`src/rtl/atan_sched.sv`:
```
// Round-robin scheduler sharing one pipelined atan unit among NREQ requesters.
// A tag pipe tracks each issued vector's owner so its degree returns to that requester.
module atan_sched #(
    parameter int NREQ     = 4,
    parameter int ATAN_LAT = 1
) (
    input  logic                 clk,
    input  logic                 rst,
    input  logic                 hold,
    input  logic [NREQ-1:0]      req_valid,
    input  logic [NREQ*10-1:0]   req_x,
    input  logic [NREQ*10-1:0]   req_y,
    output logic [NREQ-1:0]      req_ready,
    output logic [9:0]           atan_x,
    output logic [9:0]           atan_y,
    input  logic [11:0]          atan_degree,
    output logic [NREQ-1:0]      rsp_valid,
    output logic [11:0]          rsp_degree,
    output logic                 busy
);
    localparam int PW     = $clog2(NREQ);
    localparam int STAGES = ATAN_LAT + 1;

    logic [PW-1:0]   rr_ptr_reg;
    logic [PW-1:0]   grant_idx;
    logic            grant_found;
    logic            handshake;
    logic [PW-1:0]   rr_ptr_next;

    logic [9:0]      x_arr [NREQ];
    logic [9:0]      y_arr [NREQ];

    logic [STAGES-1:0] tag_valid_reg;
    logic [PW-1:0]     tag_owner_reg [STAGES];

    logic [9:0]        atan_x_reg;
    logic [9:0]        atan_y_reg;
    logic [NREQ-1:0]   rsp_valid_reg;
    logic [11:0]       rsp_degree_reg;

    genvar gi;
    generate
        for (gi = 0; gi < NREQ; gi++) begin : g_unpack
            assign x_arr[gi] = req_x[10*gi +: 10];
            assign y_arr[gi] = req_y[10*gi +: 10];
        end
    endgenerate

    // Rotating priority search starting at rr_ptr, wrapping modulo NREQ.
    always_comb begin
        int idx;
        idx         = 0;
        grant_idx   = '0;
        grant_found = 1'b0;
        for (int k = 0; k < NREQ; k++) begin
            idx = int'(rr_ptr_reg) + k;
            if (idx >= NREQ)
                idx = idx - NREQ;
            if (!grant_found && req_valid[idx]) begin
                grant_found = 1'b1;
                grant_idx   = PW'(idx);
            end
        end
    end

    always_comb begin
        req_ready = '0;
        if (grant_found && !hold)
            req_ready = NREQ'(1) << grant_idx;
    end

    assign handshake   = |req_ready;
    assign rr_ptr_next = (int'(grant_idx) == NREQ - 1) ? '0 : grant_idx + PW'(1);

    always_ff @(posedge clk or posedge rst) begin
        if (rst) begin
            rr_ptr_reg <= '0;
            atan_x_reg <= '0;
            atan_y_reg <= '0;
        end else if (handshake) begin
            rr_ptr_reg <= rr_ptr_next;
            atan_x_reg <= x_arr[grant_idx];
            atan_y_reg <= y_arr[grant_idx];
        end
    end

    // Tag pipe runs freely; hold only gates new grants, never in-flight work.
    always_ff @(posedge clk or posedge rst) begin
        if (rst) begin
            tag_valid_reg[0] <= 1'b0;
            tag_owner_reg[0] <= '0;
        end else begin
            tag_valid_reg[0] <= handshake;
            tag_owner_reg[0] <= grant_idx;
        end
    end

    generate
        for (gi = 1; gi < STAGES; gi++) begin : g_tag
            always_ff @(posedge clk or posedge rst) begin
                if (rst) begin
                    tag_valid_reg[gi] <= 1'b0;
                    tag_owner_reg[gi] <= '0;
                end else begin
                    tag_valid_reg[gi] <= tag_valid_reg[gi-1];
                    tag_owner_reg[gi] <= tag_owner_reg[gi-1];
                end
            end
        end
    endgenerate

    always_ff @(posedge clk or posedge rst) begin
        if (rst) begin
            rsp_valid_reg  <= '0;
            rsp_degree_reg <= '0;
        end else if (tag_valid_reg[STAGES-1]) begin
            rsp_valid_reg  <= NREQ'(1) << tag_owner_reg[STAGES-1];
            rsp_degree_reg <= atan_degree;
        end else begin
            rsp_valid_reg  <= '0;
        end
    end

    assign atan_x     = atan_x_reg;
    assign atan_y     = atan_y_reg;
    assign rsp_valid  = rsp_valid_reg;
    assign rsp_degree = rsp_degree_reg;
    assign busy       = |tag_valid_reg;

endmodule

```
`config.mk`:
```
export PLATFORM = sky130hd
export DESIGN_NAME = atan_sched
export DESIGN_NICKNAME = d
export VERILOG_FILES = /design/src/rtl/atan_sched.sv
export SDC_FILE = /design/constraint.sdc
export NUM_CORES = 1
export LEC_CHECK = 0
export BUFFER_PORTS_ARGS = -buffer_cell sky130_fd_sc_hd__buf_2
export CAP_MARGIN = 0
export CORE_MARGIN = 2
export CORE_UTILIZATION = 44
export DETAILED_ROUTE_END_ITERATION = 6
export PLACE_DENSITY = 0.83
export REMOVE_ABC_BUFFERS = 1
export SLEW_MARGIN = 40
export SYNTH_ARGS = -nofsm -noshare
export SYNTH_HDL_FRONTEND = slang
export SYNTH_SLANG_ARGS = --single-unit
```
`constraint.sdc`:
```
create_clock -name clk -period 4.25 [get_ports clk]
set_input_delay 1.275 -clock clk [delete_from_list [all_inputs] [get_ports clk]]
set_output_delay 1.275 -clock clk [all_outputs]
set_load 0.005 [all_outputs]
```
Yosys cells after proc, flatten, opt, wreduce, memory -nomap -nowiden:

Cells that the tools add are included.
W data, S select, Z words.

* bitwise operators: 1
* shift operators: 2
* magnitude comparators: 9
* add/subtract/negate cells: 8
* equal/unequal tests: 1
* reduce and logical (&&, ||, !) cells: 10
* multiplexer cells: 33

Operators by type and width (number)
* $lt A32 B4 Y1 const B: 4
* $mux W32: 4
* $bmux W10 S2: 2
* $mux W10: 4
* $ge A3 B3 Y1 const B: 4
* $mux W1: 12
* $sub A3 B3 Y4 const B: 3
* $mux W2: 5
* $bmux W1 S2: 4
* $mux W4: 2
* $shl A1 B2 Y4 const A: 2
* $add A2 B2 Y3 const B: 2
* $logic_and A1 B1 Y1: 4
* $logic_not A1 Y1: 4
* $reduce_or A4 Y1: 1
* $sub A2 B3 Y4 const B: 1
* $add A2 B1 Y3 const B: 1
* $ge A2 B3 Y1 const B: 1
* $not A2 Y3: 1
* $add A2 B1 Y2 const B: 1
* $eq A2 B1 Y1 const B: 1
* $reduce_or A2 Y1: 1

* bits in registers: 44
* logic and storage cells: 73
* input port bits: 99
* output and inout bits: 41

Depth between registers and ports, before layout:

Gate-level depths: netlist of run 1.

* word-level depth: 19
* depth in mapped cells: 10
* depth with buffers taken out: 8

Worst setup path after synthesis of run 1:

No wires, ideal clock.

* kind: input to output
* start point: input port req_valid[2]
* end point: output port req_ready[2]
* stages: 7
* buffers on the path: 1
* required time: 2.975 ns
* data arrival time: 2.505 ns
* path slack: 0.470 ns
* cells stage by stage: mux2i_1 > nor2_2 > nor3_4 > buf_2 > inv_1 > ha_1 > and2_1

* word-level cells in the longest chain between the ends: 15
* elaborated cells between the ends (all ways): 29
* those cells by class: 1 x shift; 21 x mux; 7 x reduce/logical

RTL lines
* start: declaration: RTL line 10 `input logic [NREQ-1:0] req_valid,`
* $bmux W1 S2: RTL line 59 `if (!grant_found && req_valid[idx]) begin`
* $mux W1 (implied by the code) (2 in a row): RTL line 59
* $mux W1: RTL line 59
* $logic_not A1 Y1: RTL line 59
* $logic_and A1 B1 Y1: RTL line 59
* $mux W1: RTL line 59
* $logic_not A1 Y1: RTL line 59
* $logic_and A1 B1 Y1: RTL line 59
* $mux W1: RTL line 59
* $logic_not A1 Y1: RTL line 59
* $logic_and A1 B1 Y1: RTL line 59
* $mux W2 (*): RTL line 59
* net grant_idx[0]: RTL line 25 `logic [PW-1:0] grant_idx;`
* $shl A1 B2 Y4 (*): RTL line 69 `req_ready = NREQ'(1) << grant_idx;`
* $mux W4 (*): RTL line 68 `if (grant_found && !hold)`
* end: declaration: RTL line 13 `output logic [NREQ-1:0] req_ready,`

The timed path passes the listed nets; every way through them passes the cells marked *. The select of a mux whose other input is x is not followed.

Final worst setup path of run 1:

* start point: input port req_valid[0]
* end point: output port req_ready[2]

* word-level cells in the longest chain between the ends: 15
* elaborated cells between the ends (all ways): 29
* those cells by class: 1 x shift; 21 x mux; 7 x reduce/logical

RTL lines (RTL line)
* $bmux W1 S2: 59
* $mux W1 (implied by the code) (2 in a row): 59
* $mux W1: 59
* $logic_not A1 Y1: 59
* $logic_and A1 B1 Y1: 59
* $mux W1: 59
* $logic_not A1 Y1: 59
* $logic_and A1 B1 Y1: 59
* $mux W1: 59
* $logic_not A1 Y1: 59
* $logic_and A1 B1 Y1: 59
* $mux W2 or $mux W1 (tied branches): 59
* $shl A1 B2 Y4 or $logic_and A1 B1 Y1 (tied branches): 69, 68
* $mux W4 (*): 68

Every way passes the cells marked *; elsewhere a longest branch is shown, timed or not. The select of a mux whose other input is x is not followed.

==> flow_summary.json, run 1 <==
{
  "synth_commonest_cells": "dfrtp_1, mux2i_1, nand2_1, o21ai_1, mux2_1",
  "antenna_left": 0,
  "final_cell_area_um2": 3210,
  "ios": 140,
  "p_total_mw": 1.72,
  "synth-seq-cells": 44,
  "instances_no_fill": 411,
  "outcome": "finished clean",
  "clock-root-buffer": "clkbuf_8",
  "worst_setup_path_end_kind": "primary output",
  "synthFlopType": "dfrtp_1",
  "vias_per_cell": 4.74,
  "timing.hold.ws_ns": 0.359,
  "core-area_um2": 5140,
  "crit_required_ns": 2.97,
  "totalWireLength_mm": 5.32,
  "path_buf_inv": 3,
  "cts_setup_buffers": 0,
  "final_core_util_pct": 62.4,
  "setup_viol": 0,
  "cts-resized-gates": 0,
  "grt_pass1_wl_mm": 8.72,
  "place_ws_ns": 0.460,
  "dr.first_iter.drc_count": 88,
  "rsz0062_at_grt": "no",
  "synthToLayoutAreaGrowth_pct": 36.3,
  "clock_latency_ns": 0.29,
  "synth-async-reset-ratio_pct": 100,
  "critical_path.max_stage_delay_ns": 0.25,
  "routabilityCongestion": 0.727,
  "firstDrtPassIters": 4,
  "hold_viol": 0,
  "power_density_nw_per_um2": 535,
  "crit_path_frequent_cell": "buf_2",
  "dp_hpwl_mm": 4.19,
  "layout.nets": 440,
  "slowest_stage": "o22ai_4",
  "fin_skew_ns": 0.00472,
  "die_x_um": 77.1,
  "period_needed_ns": 3.78,
  "slew_viol_final": 0,
  "synth_top_area_share_pct": 46.8,
  "die_y_um": 77.1,
  "grt_pass1_vias": 1928,
  "holdCritPathClass": "reg2reg",
  "vdd_drop_max_v": 0.000239,
  "worstSetupStartpointType": "input pin",
  "relSlewSlack_pct": 61.4,
  "tightest_slew_ns": 0.578,
  "yosys.area.top_type": "dfrtp_1",
  "cts_tree": "yes",
  "antenna_cells": 0,
  "fin_setup_tns_ns": 0,
  "place_inst": 403,
  "period_share_pct": 88.9,
  "netlist_area_um2": 2350,
  "maxCapViolCount": 0,
  "dpl_cell_area_um2": 3080,
  "h-tree-depth": 2,
  "synth_warnings": 0,
  "start_util_pct": 45.7,
  "setup_slack_ns": 0.471,
  "drc_errors": 0,
  "p_leak_nw": 1.69,
  "clock_path_buffers": 2,
  "synthCells": 202,
  "fmax_mhz": 265,
  "path_cells": "buf_2, a21oi_1, o21a_1, o22ai_4, inv_1, ha_1, and2_1, buf_2",
  "largest_reg_flops": 12,
  "via_count": 1950,
  "synth_area_leaders": "dfrtp_1, mux2i_1, mux2_1, mux2_2, o21ai_1",
  "cp.arrival_ns": 2.50,
  "io_buffer_count": 139,
  "grt_max_degree": 45,
  "numCtsBuffers": 5,
  "grt.overflow.total": 0,
  "cts_hold_buf": 0,
  "clkTransAtPathRegs_ns": 0.08,
  "syn_avg_cell_area_um2": 11.6,
  "synth_seq_area_share_pct": 46.8,
  "synth_edf_count": 0,
  "yosysMostFrequentCell": "dfrtp_1",
  "synth.distinct_cells": 26,
  "antenna_found_initial": 0,
  "cts_sinks": 44,
  "num_rows": 26,
  "drive_above_1_share_pct": 49.9,
  "die-area_um2": 5940,
  "path_class": "in2out",
  "wire_per_inst_um": 12.9,
  "track_usage_pct": 18.1,
  "path_delay_family": "compound AO/OA/AOI/OAI gates",
  "crit_fanout": 5
}
kinds of logic after synthesis:
| family | synth area share, % |
|---|---|
| AO/OA/AOI/OAI | 7.50 |
| adder cells (fa/ha/maj) | 0.532 |
| buffers and inverters | 4.58 |
| flip-flops | 46.8 |
| multiplexers | 32.8 |
| AND/OR/NAND/NOR | 7.77 |
cells in the final DEF, fill, tap and decap left out, types with 2 or more instances in the layout:
cell / Yosys / routed
inv_4: 1 / 2
buf_4: 0 / 4
a21oi_1: 3 / 3
mux2i_1: 41 / 41
nor4_1: 2 / 2
nand2_1: 24 / 24
inv_1: 5 / 4
dfrtp_1: 44 / 44
nor3b_1: 2 / 2
o21ai_1: 21 / 21
clkbuf_8: 0 / 6
nor2_1: 4 / 4
buf_2: 6 / 139
mux2_2: 12 / 12
mux2_1: 20 / 20
layer usage:
| metal | GRT usage, % | vias to the layer above | part of all wire (%) |
|---|---|---|---|
| met2 | 33.9 | 74 | 53 |
| met4 | 5.54 | 0 | 1.5 |
| met5 | 0 | - | 0 |
| met3 | 4.71 | 8 | 6.8 |
| li1 | - | 986 | - |
| met1 | 20.0 | 882 | 38 |
worst paths after layout:
| check | startpoint | endpoint | slack (ns) | cells past startpoint |
|---|---|---|---|---|
| setup / recovery | req_valid[0] | req_ready[2] | 0.47 | 8 |
| hold / removal | tag_owner_reg[3] | tag_owner_reg[1] | 0.36 | 0 |
| setup reg to reg | rr_ptr_reg[1] | rr_ptr_reg[0] | 1.94 | 8 |
| hold reg to reg | tag_owner_reg[3] | tag_owner_reg[1] | 0.36 | 0 |
| max in group asynchronous | rst | atan_y[9] | 2.84 | 2 |
| min in group asynchronous | rst | rsp_degree[7] | 1.03 | 2 |
worst reg2reg max path, stage by stage (launching register included):
cell	delay [ns]
dfrtp_1	0.49
mux2i_1	0.27
nor2_2	0.07
nor3_4	0.22
inv_1	0.07
ha_1	0.25
o31ai_4	0.25
buf_4	0.40
a21boi_0	0.16
final cells by class:
type | count | area, µm²
sequential | 44 | 1100
tap | 70 | 87.6
multi-input combinational | 140 | 1140
timing repair buffer | 143 | 726
clock inverter | 2 | 38.8
inverter | 6 | 27.5
fill | 462 | 1930
clock buffer | 6 | 82.6
where the power goes:
part	internal, mW	switching (mW)	total, mW	leakage [nW]
logic	0.372	0.340	0.712	1.10
registers	0.577	0.0953	0.673	0.535
clock network	0.192	0.139	0.332	0.0614
Note: power is estimated with default switching activity, not from simulation.
==> run 2: changes to the inputs <==
==> constraint.sdc (replaced) <==
create_clock -name clk -period 4.3 [get_ports clk]
set_input_delay 1.29 -clock clk [delete_from_list [all_inputs] [get_ports clk]]
set_output_delay 1.29 -clock clk [all_outputs]
set_load 0.005 [all_outputs]
==> run 2 against run 1 <==
  * Non-clock buffer count unchanged
  * Sequential share of layout area is 0.067 points higher
  * Sequential cell count is the same
  * Global-route usage down 0.42 points
  * Wire length fell by 1.6%
  * First-iteration DRC count fell by 51%
  * Clock power shrank 3%
  * Final area fell by 0.19%
  * Count of clock-buffer cells in the layout is 1 lower
  * Via count decreased by 0.10%
  * Cell count unchanged
==> flow_summary.json, run 2 (synthesis results as in run 1) <==
{
  "outcome": "finished clean",
  "start_util_pct": 45.7,
  "clock_latency_ns": 0.29,
  "worstSetupStartpointType": "input pin",
  "instances_no_fill": 411,
  "numCtsBuffers": 5,
  "clock_path_buffers": 2,
  "antenna_cells": 0,
  "die_x_um": 77.1,
  "relSlewSlack_pct": 59.8,
  "totalWireLength_mm": 5.23,
  "final_common_cell": "buf_2",
  "timing.hold.ws_ns": 0.360,
  "clock-root-buffer": "clkbuf_8",
  "fmax_mhz": 262,
  "largest_reg_flops": 12,
  "vias_per_cell": 4.74,
  "maxCapViolCount": 0,
  "worst_setup_path_end_kind": "primary output",
  "num_rows": 26,
  "cts-resized-gates": 0,
  "final_cell_area_um2": 3200,
  "ios": 140,
  "dpl_cell_area_um2": 3080,
  "crit_required_ns": 3.01,
  "crit_fanout": 5,
  "grt_pass1_vias": 1915,
  "wire_per_inst_um": 12.7,
  "cts_hold_buf": 0,
  "grt_max_degree": 45,
  "dr.first_iter.drc_count": 43,
  "drive_above_1_share_pct": 49.9,
  "fin_setup_tns_ns": 0,
  "io_buffer_count": 139,
  "place_inst": 403,
  "firstDrtPassIters": 4,
  "layout.nets": 440,
  "final_cell_mix": "buf_2, dfrtp_1, mux2i_1, nand2_1, o21ai_1",
  "setup_viol": 0,
  "cts_sinks": 44,
  "tightest_slew_ns": 0.603,
  "slew_viol_final": 0,
  "grt_pass1_wl_mm": 8.36,
  "hold_viol": 0,
  "path_class": "in2out",
  "routabilityCongestion": 0.727,
  "p_leak_nw": 1.69,
  "fin_skew_ns": 0.00458,
  "antenna_found_initial": 0,
  "grt.overflow.total": 0,
  "vdd_drop_max_v": 0.000289,
  "dp_hpwl_mm": 4.15,
  "clkTransAtPathRegs_ns": 0.09,
  "die-area_um2": 5940,
  "holdCritPathClass": "reg2reg",
  "period_share_pct": 88.8,
  "die_y_um": 77.1,
  "power_density_nw_per_um2": 527,
  "h-tree-depth": 2,
  "cp.arrival_ns": 2.53,
  "track_usage_pct": 17.7,
  "fillers": 435,
  "core-area_um2": 5140,
  "cts_setup_buffers": 0,
  "cts_tree": "yes",
  "drc_errors": 0,
  "via_count": 1948,
  "rsz0062_at_grt": "no",
  "synthToLayoutAreaGrowth_pct": 36.1,
  "period_needed_ns": 3.82,
  "antenna_left": 0
}
-- run 2: cell type report --
class	instances	area [µm²]	area share, %
Clock buffer	5	68.8	2.15
Timing Repair Buffer	143	726	22.7
Clock inverter	3	46.3	1.45
Tap cell	70	87.6	2.74
Multi-Input combinational cell	140	1140	35.7
Inverter	6	27.5	0.860
Sequential cell	44	1100	34.4
-- run 2: final timing paths --
check	startpoint	to	slack, ns	depth (start not counted)
hold / removal	tag_owner_reg[3]	tag_owner_reg[1]	0.36	0
min in group asynchronous	rst	rsp_degree[7]	1.04	2
setup / recovery	req_valid[0]	req_ready[2]	0.48	8
setup reg to reg	rr_ptr_reg[1]	rr_ptr_reg[0]	1.99	8
max in group asynchronous	rst	atan_y[9]	2.90	2
hold reg to reg	tag_owner_reg[3]	tag_owner_reg[1]	0.36	0
-- run 2: critical path, stage by stage --
cell     delay, ns
buf_2         0.12
a21oi_1       0.07
o21a_1        0.21
o22ai_4       0.26
inv_1         0.08
ha_1          0.23
and2_1        0.15
buf_2         0.12
-- run 2: per-stage QoR --
step	util, %	setup WS (ns)	power [mW]
floorplan	-	0.265	1.09
global placement	60.0	0.540	1.35
detailed placement	60.0	0.473	1.39
CTS	62.2	0.474	1.72
global route	62.2	0.354	1.81
finish	62.2	0.480	1.69
-- run 2: metal layers --
metal | share of wire [%] | wire, µm | GRT usage, %
met3 | 6.8 | 356 | 5.29
met4 | 0.65 | 34 | 5.18
met2 | 54 | 2830 | 34.2
met5 | 0 | 0 | 0
met1 | 38 | 2010 | 18.3
-- run 2: power breakdown --
group	leakage (nW)	switching, mW	internal [mW]	total, mW
Sequential	0.535	0.0939	0.570	0.664
Combinational	1.10	0.333	0.368	0.701
Clock	0.0548	0.146	0.175	0.321
==> run 3: changes to the inputs <==
--- a/config.mk
+++ b/config.mk
@@ -5,12 +5,13 @@
 export SDC_FILE = /design/constraint.sdc
 export NUM_CORES = 1
 export LEC_CHECK = 0
-export BUFFER_PORTS_ARGS = -buffer_cell sky130_fd_sc_hd__buf_2
 export CAP_MARGIN = 0
+export CORE_ASPECT_RATIO = 1.25
 export CORE_MARGIN = 2
-export CORE_UTILIZATION = 44
+export CORE_UTILIZATION = 63
 export DETAILED_ROUTE_END_ITERATION = 6
-export PLACE_DENSITY = 0.83
+export DONT_BUFFER_PORTS = 1
+export PLACE_DENSITY = 0.81
 export REMOVE_ABC_BUFFERS = 1
 export SLEW_MARGIN = 40
 export SYNTH_ARGS = -nofsm -noshare
==> run 3 against run 2 <==
  * The flow now finishes with violations (design-rule violations)
  * Count of clock-buffer cells in the layout increased by 1
  * Register-to-register slack improved by 0.03 ns
  * Fmax increased by 3.6%
  * Sequential share of layout area increased by 10 points
  * Global-route usage increased by 6.6 points
  * Utilization increased by 7.0 points
  * Sequential cell count unchanged
  * Worst hold slack got worse by 0.0062 ns
  * Critical path depth decreased by 2
  * Cell count decreased by 41%
  * Wire length decreased by 3.0%
  * Critical path type unchanged
==> flow_summary.json, run 3 (synthesis results as in run 1) <==
{
  "firstDrtPassIters": 6,
  "dpl_cell_area_um2": 2350,
  "holdCritPathClass": "reg2reg",
  "cp-startpoint": "req_valid[2]",
  "cts_sinks": 44,
  "r2r-end": "rr_ptr_reg[0]",
  "critical_path.max_stage_delay_ns": 0.34,
  "period_share_pct": 85.8,
  "worst_setup_path_end_kind": "primary output",
  "die-area_um2": 4240,
  "cts-resized-gates": 0,
  "grt.overflow.total": 0,
  "antenna_cells": 0,
  "layout.nets": 301,
  "grt.met3_usage_pct": 8.56,
  "path_delay_family": "simple AND/OR/NAND/NOR gates",
  "cts_tree": "yes",
  "fmax_mhz": 271,
  "synthToLayoutAreaGrowth_pct": 4.42,
  "violations": "design-rule violations",
  "top_usage_layer": "met2",
  "gr-usage-met2_pct": 45.3,
  "final_cell_area_um2": 2450,
  "fin_skew_ns": 0.00482,
  "start_util_pct": 66.3,
  "grt_pass1_vias": 1614,
  "drive_above_1_share_pct": 14.4,
  "grt_pass1_wl_mm": 7.67,
  "hold_viol": 0,
  "routabilityCongestion": 0.719,
  "r2r_start": "rr_ptr_reg[1]",
  "numCtsBuffers": 5,
  "cts_hold_buf": 0,
  "core-area_um2": 3540,
  "rsz0062_at_grt": "no",
  "via_count": 1549,
  "use_met1_pct": 24.6,
  "dp_hpwl_mm": 3.93,
  "relSlewSlack_pct": 60.1,
  "drc_errors": 9,
  "grt_max_degree": 45,
  "num_rows": 24,
  "vdd_drop_max_v": 0.000290,
  "clock-root-buffer": "clkbuf_8",
  "regToRegSetupSlack_ns": 2.02,
  "instances_no_fill": 241,
  "maxCapViolCount": 0,
  "dr.first_iter.drc_count": 56,
  "clock_path_buffers": 2,
  "ff2ff_path_depth": 8,
  "path_buf_inv": 1,
  "tightest_slew_ns": 0.595,
  "ios": 140,
  "place_inst": 233,
  "period_needed_ns": 3.69,
  "p_total_mw": 1.51,
  "track_usage_pct": 24.3,
  "wire_per_inst_um": 21.1,
  "totalWireLength_mm": 5.07,
  "fin_setup_tns_ns": 0,
  "crit_required_ns": 3.01,
  "cp.depth": 6,
  "p_leak_nw": 1.12,
  "worstSetupEndpoint": "req_ready[3]",
  "io_buffer_count": 0,
  "setup_viol": 0,
  "cts_setup_buffers": 0,
  "h-tree-depth": 2,
  "slowest_stage": "buf_4",
  "vias_per_cell": 6.43,
  "crit_fanout": 24,
  "antenna_left": 0,
  "die_x_um": 58.6,
  "power_density_nw_per_um2": 615,
  "worstSetupStartpointType": "input pin",
  "die_y_um": 72.3,
  "cp.arrival_ns": 2.40,
  "final_cell_mix": "dfrtp_1, mux2i_1, nand2_1, o21ai_1, mux2_1",
  "path_cells": "mux2i_1, nor2_2, nor3_4, buf_4, nand2_1, nor2_1",
  "path_class": "in2out",
  "clock_latency_ns": 0.29,
  "clkTransAtPathRegs_ns": 0.07,
  "slew_viol_final": 0,
  "largest_reg_flops": 12,
  "antenna_found_initial": 0,
  "final_common_cell": "dfrtp_1",
  "outcome": "finished with violations"
}
==> run 3: changes by cell type in the layout (fill, tap and decap cells not counted) <==
cell        previous run  this run
inv_6                  1         0
clkinvlp_4             1         0
inv_4                  2         1
clkinv_2               0         1
clkinv_1               0         1
buf_2                139         0
clkbuf_1               0         1
==> run 3: power breakdown <==
part	total [mW]	internal [mW]	switching [mW]
Sequential	0.713	0.572	0.141
Combinational	0.492	0.241	0.251
Clock	0.304	0.172	0.132
==> run 3: stage by stage <==
step                utilization (%)  worst slack [ns]  hold WS (ns)
detailed placement             66.2             0.600         0.337
finish                         69.3             0.612         0.354
global placement               66.2             0.717         0.334
floorplan                         -             0.265         0.331
global route                   69.3             0.516         0.360
CTS                            69.3             0.597         0.358
==> run 3: worst register-to-register path, cell delays in order, from the launching register on <==
cell and delay (ns):
dfrtp_1 0.49, a21oi_1 0.10, o21a_1 0.20, o22ai_4 0.25, inv_1 0.08, ha_1 0.23, o31ai_4 0.24, buf_4 0.40
a21boi_0 0.15
==> run 3: worst min-delay path by stage <==
| stage | endpoint | depth (start not counted) | start | slack [ns] |
|---|---|---|---|---|
| final | tag_owner_reg[0] | 0 | tag_owner_reg[2] | 0.35 |
| after global routing | tag_owner_reg[1] | 0 | tag_owner_reg[3] | 0.36 |
| after CTS | tag_owner_reg[1] | 0 | tag_owner_reg[3] | 0.36 |
| after detailed placement | tag_owner_reg[1] | 0 | tag_owner_reg[3] | 0.34 |
| after global placement | tag_owner_reg[0] | 0 | tag_owner_reg[2] | 0.33 |
| after floorplan | tag_owner_reg[0] | 0 | tag_owner_reg[2] | 0.33 |
==> run 3: routing by layer <==
metal / vias to the layer above / wire [µm] / part of all wire, %
li1: 711 / - / -
met1: 729 / 1660 / 33
met2: 101 / 2770 / 55
met3: 8 / 546 / 11
met4: 0 / 99 / 2.0
met5: - / 0 / 0
==> run 3: final cells by class <==
cell class              instances  area (µm²)
fillers                       276        1090
repair buffers                  4        30.0
clock buffers                   6        72.6
multi-input cells             140        1140
well taps                      39        48.8
flip-flops and latches         44        1100
inverters                       6        25.0
clock inverters                 2        35.0
